## src/rtl/octant_pixel_writer_pkg.sv

```systemverilog
// Shared constants and state encoding for the octant pixel writer.
package octant_pixel_writer_pkg;

  localparam int H_RES_DEF = 640;
  localparam int V_RES_DEF = 480;
  localparam int FB_ADDR_W = 19;
  localparam int COLOR_W   = 12;
  localparam int COORD_W   = 10;
  localparam int NPTS      = 8;
  localparam int IDX_W     = 3;

  typedef enum logic [1:0] {
    ST_IDLE  = 2'd0,
    ST_WRITE = 2'd1,
    ST_DONE  = 2'd2
  } state_e;

endpackage

```

## src/rtl/octant_pixel_writer_addr.sv

```systemverilog
// Linear framebuffer address and clip test for one point.
module pixel_addr_calc
  import octant_pixel_writer_pkg::*;
#(
  parameter int H_RES = H_RES_DEF,
  parameter int V_RES = V_RES_DEF
) (
  input  logic [COORD_W-1:0]   x_i,
  input  logic [COORD_W-1:0]   y_i,
  output logic [FB_ADDR_W-1:0] addr_o,
  output logic                 in_bounds_o
);

  logic [FB_ADDR_W-1:0] x_ext, y_ext;

  assign x_ext = FB_ADDR_W'(x_i);
  assign y_ext = FB_ADDR_W'(y_i);

  // 640 = 512 + 128, so the default resolution needs only two shifts and adds
  if (H_RES == 640) begin : g_shift
    assign addr_o = (y_ext << 9) + (y_ext << 7) + x_ext;
  end else begin : g_mul
    assign addr_o = y_ext * FB_ADDR_W'(H_RES) + x_ext;
  end

  assign in_bounds_o = (32'(x_i) < H_RES) && (32'(y_i) < V_RES);

endmodule

```

## src/rtl/octant_pixel_writer.sv

```systemverilog
// Walks an 8-point group, dropping clipped and repeated points, one point per cycle.
module octant_pixel_writer
  import octant_pixel_writer_pkg::*;
#(
  parameter int H_RES = H_RES_DEF,
  parameter int V_RES = V_RES_DEF
) (
  input  logic                 clk,
  input  logic                 rst_,
  input  logic                 in_rts,
  output logic                 in_rtr,
  input  logic [COORD_W-1:0]   draw_x_0,
  input  logic [COORD_W-1:0]   draw_x_1,
  input  logic [COORD_W-1:0]   draw_x_2,
  input  logic [COORD_W-1:0]   draw_x_3,
  input  logic [COORD_W-1:0]   draw_x_4,
  input  logic [COORD_W-1:0]   draw_x_5,
  input  logic [COORD_W-1:0]   draw_x_6,
  input  logic [COORD_W-1:0]   draw_x_7,
  input  logic [COORD_W-1:0]   draw_y_0,
  input  logic [COORD_W-1:0]   draw_y_1,
  input  logic [COORD_W-1:0]   draw_y_2,
  input  logic [COORD_W-1:0]   draw_y_3,
  input  logic [COORD_W-1:0]   draw_y_4,
  input  logic [COORD_W-1:0]   draw_y_5,
  input  logic [COORD_W-1:0]   draw_y_6,
  input  logic [COORD_W-1:0]   draw_y_7,
  input  logic [COLOR_W-1:0]   color,
  output logic                 fb_wr_en,
  input  logic                 fb_rtr,
  output logic [FB_ADDR_W-1:0] fb_addr,
  output logic [COLOR_W-1:0]   fb_data,
  output logic [15:0]          pix_count,
  output logic [15:0]          clip_count
);

  state_e                          state_q;
  logic [NPTS-1:0][COORD_W-1:0]    x_q, y_q;
  logic [COLOR_W-1:0]              color_q;
  logic [IDX_W-1:0]                idx_q;
  logic [15:0]                     pix_cnt_q, clip_cnt_q;

  logic [COORD_W-1:0]   cur_x, cur_y;
  logic [FB_ADDR_W-1:0] cur_addr;
  logic                 cur_inb;
  logic [NPTS-2:0]      match;
  logic                 in_xfc, busy, dup, clip_skip, dup_skip, do_write, wr_done, advance;

  assign cur_x = x_q[idx_q];
  assign cur_y = y_q[idx_q];

  pixel_addr_calc #(.H_RES(H_RES), .V_RES(V_RES)) u_addr (
    .x_i         (cur_x),
    .y_i         (cur_y),
    .addr_o      (cur_addr),
    .in_bounds_o (cur_inb)
  );

  // A point repeats if it matches any earlier lane; lane 7 is never "earlier"
  for (genvar j = 0; j < NPTS - 1; j++) begin : g_dup
    assign match[j] = (IDX_W'(j) < idx_q) && (x_q[j] == cur_x) && (y_q[j] == cur_y);
  end
  assign dup = |match;

  assign busy      = (state_q == ST_WRITE);
  assign clip_skip = busy & ~cur_inb;
  assign dup_skip  = busy & cur_inb & dup;
  assign do_write  = busy & cur_inb & ~dup;
  assign wr_done   = do_write & fb_rtr;
  assign advance   = clip_skip | dup_skip | wr_done;

  assign in_rtr = (state_q == ST_IDLE);
  assign in_xfc = in_rts & in_rtr;

  assign fb_wr_en   = do_write;
  assign fb_addr    = do_write ? cur_addr : '0;
  assign fb_data    = do_write ? color_q  : '0;
  assign pix_count  = pix_cnt_q;
  assign clip_count = clip_cnt_q;

  always_ff @(posedge clk) begin
    if (rst_) begin
      state_q    <= ST_IDLE;
      x_q        <= '0;
      y_q        <= '0;
      color_q    <= '0;
      idx_q      <= '0;
      pix_cnt_q  <= '0;
      clip_cnt_q <= '0;
    end else begin
      if (wr_done)   pix_cnt_q  <= pix_cnt_q + 16'd1;
      if (clip_skip) clip_cnt_q <= clip_cnt_q + 16'd1;
      case (state_q)
        ST_IDLE: if (in_xfc) begin
          x_q     <= {draw_x_7, draw_x_6, draw_x_5, draw_x_4,
                      draw_x_3, draw_x_2, draw_x_1, draw_x_0};
          y_q     <= {draw_y_7, draw_y_6, draw_y_5, draw_y_4,
                      draw_y_3, draw_y_2, draw_y_1, draw_y_0};
          color_q <= color;
          idx_q   <= '0;
          state_q <= ST_WRITE;
        end
        ST_WRITE: if (advance) begin
          idx_q <= idx_q + IDX_W'(1);
          if (idx_q == IDX_W'(NPTS - 1)) state_q <= ST_DONE;
        end
        ST_DONE: state_q <= ST_IDLE;
        default: state_q <= ST_IDLE;
      endcase
    end
  end

endmodule

```

## config.mk

```make
export PLATFORM = sky130hd
export DESIGN_NAME = octant_pixel_writer
export DESIGN_NICKNAME = d
export VERILOG_FILES = /design/src/rtl/octant_pixel_writer_pkg.sv /design/src/rtl/octant_pixel_writer_addr.sv /design/src/rtl/octant_pixel_writer.sv
export SDC_FILE = /design/constraint.sdc
export NUM_CORES = 1
export LEC_CHECK = 0
export ABC_CLOCK_PERIOD_IN_PS = 4400
export BUFFER_PORTS_ARGS = -buffer_cell sky130_fd_sc_hd__buf_4
export CAP_MARGIN = 20
export CORE_MARGIN = 2
export CORE_UTILIZATION = 35
export DETAILED_ROUTE_END_ITERATION = 10
export GPL_ROUTABILITY_DRIVEN = 0
export SLEW_MARGIN = 20
export SYNTH_ARGS = -nofsm -noshare
export SYNTH_HDL_FRONTEND = slang
export SYNTH_SLANG_ARGS = --single-unit
```

## constraint.sdc

```tcl
create_clock -name clk -period 4.4 [get_ports clk]
set_input_delay 0.88 -clock clk [delete_from_list [all_inputs] [get_ports clk]]
set_output_delay 0.88 -clock clk [all_outputs]
set_load 0.01 [all_outputs]
```

==> results of run 1 <==
power breakdown:
group	total, mW	internal, mW	switching (mW)	leakage, nW
sequential	2.11	1.99	0.115	1.71
combinational	1.13	0.538	0.594	4.55
clock	2.05	1.24	0.809	0.391
total	5.29	3.77	1.52	6.66
registers in the layout, summed over array words and instances, names as in the netlist:
| register | cells |
|---|---|
| idx_q | 3 |
| clip_count | 16 |
| color_q | 12 |
| x_q | 80 |
| state_q | 2 |
| y_q | 80 |
| pix_count | 16 |
Yosys cell counts (3+ instances only):
cell type	instances	area, um2
a21boi_0	6	45.04
a21o_1	19	142.6
a21oi_1	207	1036
a22o_1	5	43.79
a22oi_1	5	37.54
and2_1	24	150.1
and3_1	8	50.05
and4b_1	3	30.03
buf_1	9	33.78
buf_2	8	40.04
buf_4	7	52.55
buf_6	7	78.83
clkbuf_1	75	281.5
dfxtp_1	209	4184
ha_1	23	287.8
inv_1	24	90.09
mux2_1	5	56.30
mux2_2	22	247.7
mux2i_1	40	400.4
mux4_2	9	202.7
nand2_1	368	1381
nand2b_1	4	25.02
nand3_1	45	225.2
nand4_1	26	162.7
nand4b_1	17	148.9
nor2_1	54	202.7
nor2b_1	9	56.30
nor3_1	28	140.1
nor4_1	21	131.4
o21ai_0	31	155.2
o21bai_1	3	22.52
o22a_1	15	131.4
o22ai_1	12	75.07
o31ai_1	7	52.55
or2_1	3	18.77
or2_2	5	31.28
or3_1	21	131.4
or4_1	7	52.55
xnor2_1	63	551.8
xor2_1	37	324.1
layout make-up:
cell class	instances	share of cell area (%)
clock buffer	34	4.209
clock inverter	8	0.7546
inverter	25	0.6302
multi-input combinational	1177	44.62
sequential	209	26.05
tap	448	3.485
timing repair buffer	417	20.25
worst max path at each step:
stage,endpoint,slack [ns],cells after the start
3_3_place_gp,fb_addr[18],-0.16,19
6_report,fb_addr[7],-0.73,20
3_5_place_dp,fb_addr[18],-0.24,19
5_1_grt,fb_addr[18],-0.83,20
2_1_floorplan,fb_addr[18],-0.11,22
4_1_cts,fb_addr[18],-0.62,18
routing by layer:
layer	part of all wire, %	global-route usage, %	wire (um)	up-vias
met2	46	39.40	19870	478
met5	0	0	0	-
met3	6.6	3.818	2881	119
met1	43	30.39	18670	5683
met4	4.8	10.63	2066	0
li1	-	-	-	5923
cell families after synthesis:
| kind of cell | count (synthesis) | synth area share (%) |
|---|---|---|
| fa+ha+maj | 25 | 2.780 |
| mux | 78 | 8.074 |
| buf+inv | 131 | 4.923 |
| flops | 209 | 35.48 |
| xor+xnor | 100 | 7.427 |
| compound gates | 321 | 15.60 |
| simple gates | 653 | 25.72 |
worst min-delay path: cells and delay by family, from the launching register on:
kind / cells / cell delay [ns]
flops: 1 / 0.30
simple gates: 1 / 0.05
compound gates: 1 / 0.05
repair_timing:
action	in CTS	in global routing
cloned	0	2
hold buffers	0	0
endpoints found under the setup margin	32	32
pin swaps	9	18
gates resized for setup	32	18
buffers inserted	13	6
==> impl_metrics.csv, run 1 <==
group,metric,value,unit
clock_tree,cts_sinks,209,
routing,dr.pass1.iters,5,
critical_path,path_common_cell,"buf_4",
critical_path,rrSetupSlack,0.14,ns
final_layout,stdcell_area,0.01608,mm2
placed_design,dp.cells,2255,
final_layout,regArea,0.004190,mm2
worst_hold_path,hp-class,"reg2reg",
power_and_ir_drop,powerDensity,328.8,mW/mm2
timing,fmax,195.1,MHz
critical_path,r2r_cells,21,
clock_tree,cts_tree,"built",
critical_path,slowest_delay,0.52,ns
final_layout,multi_input_area,0.007176,mm2
floorplanning,die-area,0.03518,mm2
timing,finalWorstSetupSlack,-0.7267,ns
run,drv_cap,0,
final_layout,utilization,48.20,%
critical_path,end_kind,"output port",
clock_tree,cts_buffer_depth,3,
logic_synthesis,synth_seq_cells,209,
routing,post_drt_wl_per_cell,18.76,um
logic_synthesis,ys_types,60,
clock_tree,cts.clk_slew.worst_paths,0.07,ns
critical_path,critPathLaunch,"idx_q[0]",
logic_synthesis,ys_warn_count,0,
routing,routed_via_density,5.264,
global_route,grt-ovfl-total,0,
timing,setup_tns,-22.13,ns
final_layout,fillers,3329,
timing,post-route-period-util,116.5,%
final_layout,drive_above_1_share,28.77,%
timing,worst_pin_slew,1.028,ns
logic_synthesis,synth.net_count,1718,
clock_tree,clock_latency,0.54,ns
timing,period_needed,5.127,ns
clock_tree,h-tree-depth,1,
placed_design,placed_area,0.01492,mm2
worst_hold_path,hold_start,"color_q[7]",
critical_path,path_buf_inv,11,
logic_synthesis,netlist_area,0.01179,mm2
critical_path,slowest_stage,"mux4_2",
final_layout,final_nets,2054,
run_status,violations,"setup timing",
critical_path,path_max_fanout,17,
floorplanning,ios,241,
timing,slew_headroom,31.45,%
timing,final_hold_viol_count,0,
floorplanning,die_y,187.6,um
logic_synthesis,async_flop_share,0,%
logic_synthesis,synthCells,1517,
power_and_ir_drop,power_leakage,6.659,nW
worst_hold_path,min_to,"color_q[7]",
clock_tree,cts_buffers,23,
floorplanning,placement_rows,67,
global_route,grt_pass1_vias,11860,
worst_hold_path,hold_depth,2,
timing,fin_worst_skew,0.02168,ns
global_route,track_usage,23.74,%
final_layout,num_antenna_cells,0,
final_layout,syn_to_final_growth,36.38,%
run_status,status,"finished with violations",
placed_design,port_buffers,240,
critical_path,r2r_start,"idx_q[0]",
logic_synthesis,synth_seq_area_share,35.48,%
final_layout,fin_cells,2318,
clock_tree,cts_root_buffer,"clkbuf_16",
routing,route.detailed.drc,0,
global_route,grt_max_degree,133,
timing,hold_slack,0.4494,ns
routing,via_count,12200,
timing,finalMaxSlewViolations,0,
timing,rsz0062_at_grt,"true",
critical_path,reg2reg_to,"pix_count[9]",
final_layout,layout_common_cells,"401 x buf_4, 366 x nand2_1, 206 x dfxtp_1, 204 x a21oi_1, 63 x xnor2_1",
critical_path,critical-path-top-delay-family,"simple AND/OR/NAND/NOR gates",
critical_path,critical_path.startpoint_type,"register",
routing,drt-total-wl,43.49,mm
critical_path,cp.arrival,4.25,ns
timing,setup_viol,32,
power_and_ir_drop,power,5.288,mW
floorplanning,fp.dieW,187.6,um
critical_path,cp.required,3.52,ns
floorplanning,core-area,0.03336,mm2
routing,drtAntennaViolNets,0,
placed_design,dpl.hpwl,33.56,mm
final_layout,final_common_cell,"buf_4",
critical_path,path_cells,"buf_6 > mux4_2 > nor2_4 > buf_4 > buf_4 > buf_4 > buf_4 > buf_4 > buf_4 > buf_4 > buf_6 > nor3_1 > and4b_1 > nand4_1 > or4_4 > nand4_4 > or2_4 > inv_8 > and2_1 > buf_4",
routing,dr.first_iter.drc_count,937,
global_route,antenna_found_initial,0,
floorplanning,initial_utilization,35.34,%
critical_path,setup.worst_path.class,"reg2out",
logic_synthesis,dominantRegCellSynth,"dfxtp_1",
logic_synthesis,synth_edf_count,0,
power_and_ir_drop,max-vdd-ir-drop,0.2402,mV
logic_synthesis,avgSynthCellArea,7.774,um2
global_route,grt_pass1_wl,65.78,mm
placed_design,post-place-ws,-0.2386,ns
(Power assumes the default switching activity.)
==> run 2, diff against run 1 <==
--- a/config.mk
+++ b/config.mk
@@ -8,6 +8,7 @@
 export ABC_CLOCK_PERIOD_IN_PS = 4400
 export BUFFER_PORTS_ARGS = -buffer_cell sky130_fd_sc_hd__buf_4
 export CAP_MARGIN = 20
+export CORE_ASPECT_RATIO = 0.9
 export CORE_MARGIN = 2
 export CORE_UTILIZATION = 35
 export DETAILED_ROUTE_END_ITERATION = 10
@@ -15,4 +16,5 @@
 export SLEW_MARGIN = 20
 export SYNTH_ARGS = -nofsm -noshare
 export SYNTH_HDL_FRONTEND = slang
+export SYNTH_HIERARCHICAL = 1
 export SYNTH_SLANG_ARGS = --single-unit
==> run 2 against run 1 <==
The flow still finishes with violations (setup timing). Sequential cell count unchanged. Total power increased by 9.8%. Critical path depth fell by 6. Cell count fell by 1.7%. Non-clock buffer count shrank 33. Register-to-register slack better by 0.50 ns. Critical endpoint is now fb_data[11]. Largest cell class unchanged. Largest power group unchanged.
==> impl_metrics.csv, run 2 <==
group,metric,value,unit
floorplanning,ios,241,
critical_path,r2r_cells,16,
power_and_ir_drop,max-vdd-ir-drop,0.2054,mV
run_status,violations,"setup timing",
logic_synthesis,ys_warn_count,6,
logic_synthesis,synth.most_common_cell,"nand2_1",
logic_synthesis,synth_area_leaders,"dfxtp_1 35%, nand2_1 12%, a21oi_1 7.7%, xor2_1 4.8%, xnor2_1 4.4%",
logic_synthesis,synth.net_count,1699,
floorplanning,core-area,0.03379,mm2
clock_tree,clock_latency,0.53,ns
logic_synthesis,synth_fa_ha_area_share,2.744,%
logic_synthesis,muxShareOfSynthArea,9.939,%
logic_synthesis,synth.top_cell.area_share,35.02,%
logic_synthesis,ys_types,65,
logic_synthesis,netlist_area,0.01195,mm2
global_route,track_usage,25.01,%
clock_tree,cts_tree,"built",
final_layout,final_nets,2001,
logic_synthesis,synth_compound_area_share,13.45,%
routing,dr.pass1.iters,5,
logic_synthesis,yosysTopAreaCell,"dfxtp_1",
timing,finalWorstSetupSlack,-0.3157,ns
floorplanning,initial_utilization,35.35,%
floorplanning,die_y,179.3,um
clock_tree,h-tree-depth,1,
timing,setup_viol,32,
final_layout,biggestRegsByFlops,"x_q (80), y_q (80)",
power_and_ir_drop,power,5.808,mW
final_layout,num_antenna_cells,0,
worst_hold_path,hold_start,"color_q[5]",
logic_synthesis,synth_top_family_by_area,"simple AND/OR/NAND/NOR gates",
critical_path,cp.arrival,3.84,ns
timing,worst_pin_slew,0.7540,ns
clock_tree,cts_buffer_depth,3,
routing,drtAntennaViolNets,0,
routing,dr.first_iter.drc_count,1089,
floorplanning,die-area,0.03563,mm2
global_route,grt_max_degree,119,
run_status,status,"finished with violations",
global_route,grt-ovfl-total,0,
logic_synthesis,synth_xor_area_share,9.238,%
clock_tree,hold_buffers,0,
critical_path,critical_path.startpoint_type,"register",
logic_synthesis,async_flop_share,0,%
placed_design,dpl.hpwl,33.49,mm
global_route,antenna_found_initial,0,
critical_path,reg2reg_to,"pix_count[15]",
timing,finalMaxSlewViolations,0,
timing,final_hold_viol_count,0,
critical_path,end_kind,"output port",
routing,via_count,12410,
power_and_ir_drop,powerDensity,340.1,mW/mm2
floorplanning,placement_rows,64,
power_and_ir_drop,power_leakage,7.011,nW
logic_synthesis,synthCells,1498,
logic_synthesis,synth_edf_count,0,
clock_tree,cts_sinks,209,
timing,hold_slack,0.4550,ns
logic_synthesis,synth_seq_area_share,35.02,%
timing,post-route-period-util,107.2,%
timing,fin_worst_skew,0.007680,ns
logic_synthesis,ys_top_cells_by_count,"367 x nand2_1, 209 x dfxtp_1, 184 x a21oi_1",
timing,period_needed,4.716,ns
critical_path,cp.required,3.52,ns
final_layout,layout_common_cells,"366 x nand2_1, 321 x buf_4, 206 x dfxtp_1, 182 x a21oi_1, 56 x xnor2_1",
logic_synthesis,synthSimpleGateAreaFrac,23.93,%
floorplanning,fp.dieW,198.7,um
timing,setup_tns,-8.902,ns
critical_path,rrSetupSlack,0.64,ns
logic_synthesis,avgSynthCellArea,7.975,um2
timing,fmax,212.1,MHz
critical_path,crit_end,"fb_data[11]",
timing,slew_headroom,49.73,%
critical_path,setup.worst_path.class,"reg2out",
critical_path,path_max_fanout,10,
clock_tree,cts.clk_slew.worst_paths,0.06,ns
routing,routed_via_density,5.446,
placed_design,port_buffers,240,
worst_hold_path,hp-class,"reg2reg",
final_layout,final_common_cell,"nand2_1",
final_layout,drive_above_1_share,34.31,%
logic_synthesis,dominantRegCellSynth,"dfxtp_1",
global_route,grt_pass1_vias,11520,
clock_tree,cts_buffers,23,
global_route,grt_pass1_wl,67.67,mm
logic_synthesis,synth_seq_cells,209,
timing,rsz0062_at_grt,"true",
routing,drt-total-wl,47.03,mm
routing,route.detailed.drc,0,
routing,post_drt_wl_per_cell,20.65,um
run,drv_cap,0,
placed_design,post-place-ws,0.1339,ns
final_layout,syn_to_final_growth,42.95,%
critical_path,critPathLaunch,"idx_q[0]",
critical_path,r2r_start,"idx_q[0]",
final_layout,utilization,50.54,%
clock_tree,cts_root_buffer,"clkbuf_16",
run 2: power breakdown:
group          switching (mW)  internal [mW]  total, mW
registers               0.131           1.99       2.12
clock network           0.828           1.27       2.10
logic                   0.828          0.759       1.59
run 2: final cells by class:
class | instances | area (um2)
fillers | 3205 | 16710
multi-input cells | 1148 | 8013
flip-flops and latches | 209 | 4193
repair buffers | 384 | 3344
clock buffers | 33 | 693.2
well taps | 462 | 578.1
inverters | 34 | 128.9
clock inverters | 8 | 127.6
run 2: layer usage:
metal  up-vias  GRT usage (%)  wire length [um]
met5         -              0                 0
met4         0          9.764              2158
met3       151          4.044              3938
met2       652          38.91             20650
met1      5842          34.64             20290
li1       5762              -                 -
run 2: cell families (layout without fill, tap and decap cells):
kind of cell	count (synthesis)	in the layout
flops	209	209
compound gates	282	282
buf+inv	144	459
xor+xnor	126	126
mux	85	85
fa+ha+maj	25	25
simple gates	627	630
run 2: metrics by stage:
step | cells | cell area (um2)
after floorplan | 1498 | 11950
after global placement | 2170 | 14490
after detailed placement | 2170 | 14490
after CTS | 2260 | 16560
after global routing | 2278 | 17080
final | 2278 | 17080
run 2: timing repair:
| item | in CTS | in global routing |
|---|---|---|
| setup endpoints to repair | 32 | 32 |
| cloned | 7 | 4 |
| pin swaps | 60 | 43 |
| resized for setup | 147 | 61 |
| setup buffers | 42 | 17 |
run 2: worst max-delay path, stage by stage, from the launching register on:
cell	delay [ns]
dfxtp_4	0.41
buf_12	0.13
buf_12	0.10
mux4_2	0.55
mux2i_4	0.18
buf_6	0.17
buf_4	0.12
buf_4	0.10
xnor2_1	0.15
nor4_1	0.41
nand4_1	0.19
and3_4	0.29
buf_12	0.17
and3_4	0.18
buf_4	0.14
run 2: worst min-delay path by stage:
stage / endpoint / slack, ns / depth (start not counted)
2_1_floorplan: color_q[0] / 0.43 / 2
6_report: color_q[5] / 0.46 / 2
5_1_grt: color_q[5] / 0.48 / 2
3_5_place_dp: color_q[5] / 0.44 / 2
4_1_cts: color_q[5] / 0.46 / 2
3_3_place_gp: color_q[5] / 0.44 / 2
==> run 3, diff against run 2 <==
--- a/config.mk
+++ b/config.mk
@@ -10,7 +10,7 @@
 export CAP_MARGIN = 20
 export CORE_ASPECT_RATIO = 0.9
 export CORE_MARGIN = 2
-export CORE_UTILIZATION = 35
+export CORE_UTILIZATION = 40
 export DETAILED_ROUTE_END_ITERATION = 10
 export GPL_ROUTABILITY_DRIVEN = 0
 export SLEW_MARGIN = 20
==> run 3 against run 2 <==
The run still ends with setup timing left. Sequential cell count unchanged. Largest power group unchanged. Hold slack worse by 0.0028 ns. Critical path type unchanged. Cell count down 4.0%. Sequential power barely moved. Utilization is 3.6 points higher. Via count down 3.9%. First-iteration DRC count is 8.4% higher. Sequential share of layout area grew 1.5 points. Worst setup slack gained 0.064 ns. Maximum frequency increased by 1.4%. Global-route usage grew 1.4 points. Total power decreased by 6.2%. Critical endpoint is now fb_addr[18].
==> impl_metrics.csv, run 3 (synthesized netlist as in run 2, its figures left out) <==
group,metric,value,unit
clock_tree,cts_buffers,24,
final_layout,stdcell_area,0.01606,mm2
floorplanning,die_y,168.0,um
routing,drtAntennaViolNets,0,
global_route,grt_pass1_wl,63.58,mm
timing,period_needed,4.651,ns
final_layout,syn_to_final_growth,34.47,%
routing,dr.first_iter.drc_count,1180,
global_route,antenna_found_initial,0,
routing,via_count,11930,
critical_path,critical_path.startpoint_type,"register",
timing,worst_pin_slew,0.8361,ns
run_status,status,"finished with violations",
placed_design,dpl.hpwl,31.50,mm
clock_tree,cts_buffer_depth,3,
power_and_ir_drop,max-vdd-ir-drop,0.2600,mV
critical_path,cp.arrival,3.77,ns
critical_path,setup.worst_path.class,"reg2out",
power_and_ir_drop,power_leakage,6.733,nW
final_layout,final_nets,1970,
final_layout,layout_common_cells,"366 x nand2_1, 328 x buf_4, 206 x dfxtp_1, 182 x a21oi_1, 58 x xnor2_1",
critical_path,cp.required,3.52,ns
floorplanning,ios,241,
timing,post-route-period-util,105.7,%
routing,routed_via_density,5.453,
timing,rsz0062_at_grt,"true",
floorplanning,placement_rows,60,
global_route,grt-ovfl-total,0,
floorplanning,initial_utilization,40.29,%
final_layout,drive_above_1_share,30.33,%
timing,setup_viol,32,
power_and_ir_drop,powerDensity,339.1,mW/mm2
final_layout,final_common_cell,"nand2_1",
timing,fin_worst_skew,0.02603,ns
clock_tree,cts_root_buffer,"clkbuf_16",
routing,top_layer,"met4",
global_route,grt_pass1_vias,11120,
final_layout,multi_input_area,0.007662,mm2
critical_path,path_max_fanout,15,
routing,route.detailed.drc,0,
final_layout,num_antenna_cells,0,
final_layout,fillers,2831,
critical_path,end_kind,"output port",
power_and_ir_drop,power,5.448,mW
floorplanning,die-area,0.03127,mm2
routing,routed-wl-met2,18.54,mm
final_layout,regArea,0.004190,mm2
global_route,track_usage,26.37,%
clock_tree,clock_latency,0.53,ns
timing,final_hold_viol_count,0,
critical_path,rrSetupSlack,0.55,ns
floorplanning,core-area,0.02965,mm2
timing,slew_headroom,44.26,%
floorplanning,fp.dieW,186.2,um
routing,wl_met1,19.03,mm
placed_design,port_buffers,240,
worst_hold_path,hp-class,"reg2reg",
timing,fmax,215.0,MHz
routing,wl_met3,4.368,mm
placed_design,placed_area,0.01434,mm2
routing,dr.pass1.iters,5,
run_status,violations,"setup timing",
clock_tree,cts_tree,"built",
clock_tree,cts.clk_slew.worst_paths,0.06,ns
timing,finalMaxSlewViolations,0,
timing,finalWorstSetupSlack,-0.2512,ns
global_route,grt_max_degree,92,
clock_tree,cts_sinks,209,
final_layout,biggestRegsByFlops,"x_q (80), y_q (80)",
run,drv_cap,0,
routing,drt-total-wl,43.04,mm
clock_tree,h-tree-depth,1,
routing,post_drt_wl_per_cell,19.68,um
[run 3: final cells by class]
cell class | count | area share (%)
multi-input cells | 1150 | 47.70
flip-flops and latches | 209 | 26.08
repair buffers | 350 | 17.59
clock buffers | 31 | 4.089
well taps | 403 | 3.139
inverters | 34 | 0.8022
clock inverters | 10 | 0.5919
[run 3: path summary, 6_finish.rpt]
path	start	to	cells past startpoint
setup / recovery	idx_q[2]	fb_addr[18]	12
hold reg to reg	color_q[0]	color_q[0]	2
hold / removal	color_q[0]	color_q[0]	2
setup reg to reg	idx_q[0]	idx_q[0]	15
[run 3: critical path: stages, from the launching register on]
cell,delay (ns)
dfxtp_2,0.54
nand2b_1,0.25
buf_4,0.24
o22ai_2,0.14
nor2_1,0.41
ha_1,0.32
ha_1,0.39
a21oi_2,0.23
nand3_1,0.13
o221ai_2,0.19
xnor2_1,0.13
and3_1,0.16
buf_4,0.11
[run 3: timing repair]
item                       CTS  global route
buffers inserted            30             3
setup endpoints to repair   32            32
cloned                       5             3
pin swaps                   22            17
hold buffers                 0             0
gates resized for setup     68            46
hold endpoints to repair     0             0
[run 3: report_power, final]
group	switching (mW)	internal (mW)	total, mW
logic	0.758	0.662	1.42
registers	0.124	1.99	2.12
clock network	0.797	1.11	1.91
[run 3: through the flow]
stage	utilization (%)	worst slack (ns)	hold WS (ns)	TNS [ns]	std cells
floorplan	-	0.1846	0.4319	0	1498
global placement	48.37	0.05096	0.4392	0	2106
detailed placement	48.37	-0.02343	0.4439	-0.02343	2106
CTS	53.23	-0.2746	0.4517	-5.485	2182
global route	54.17	-0.3476	0.4752	-10.12	2187
finish	54.17	-0.2512	0.4522	-7.298	2187
[run 3: metal layers]
layer / track usage [%] / up-vias
li1: - / 5721
met1: 38.27 / 5544
met2: 39.37 / 584
met3: 5.862 / 76
met4: 6.813 / 0
met5: 0 / -
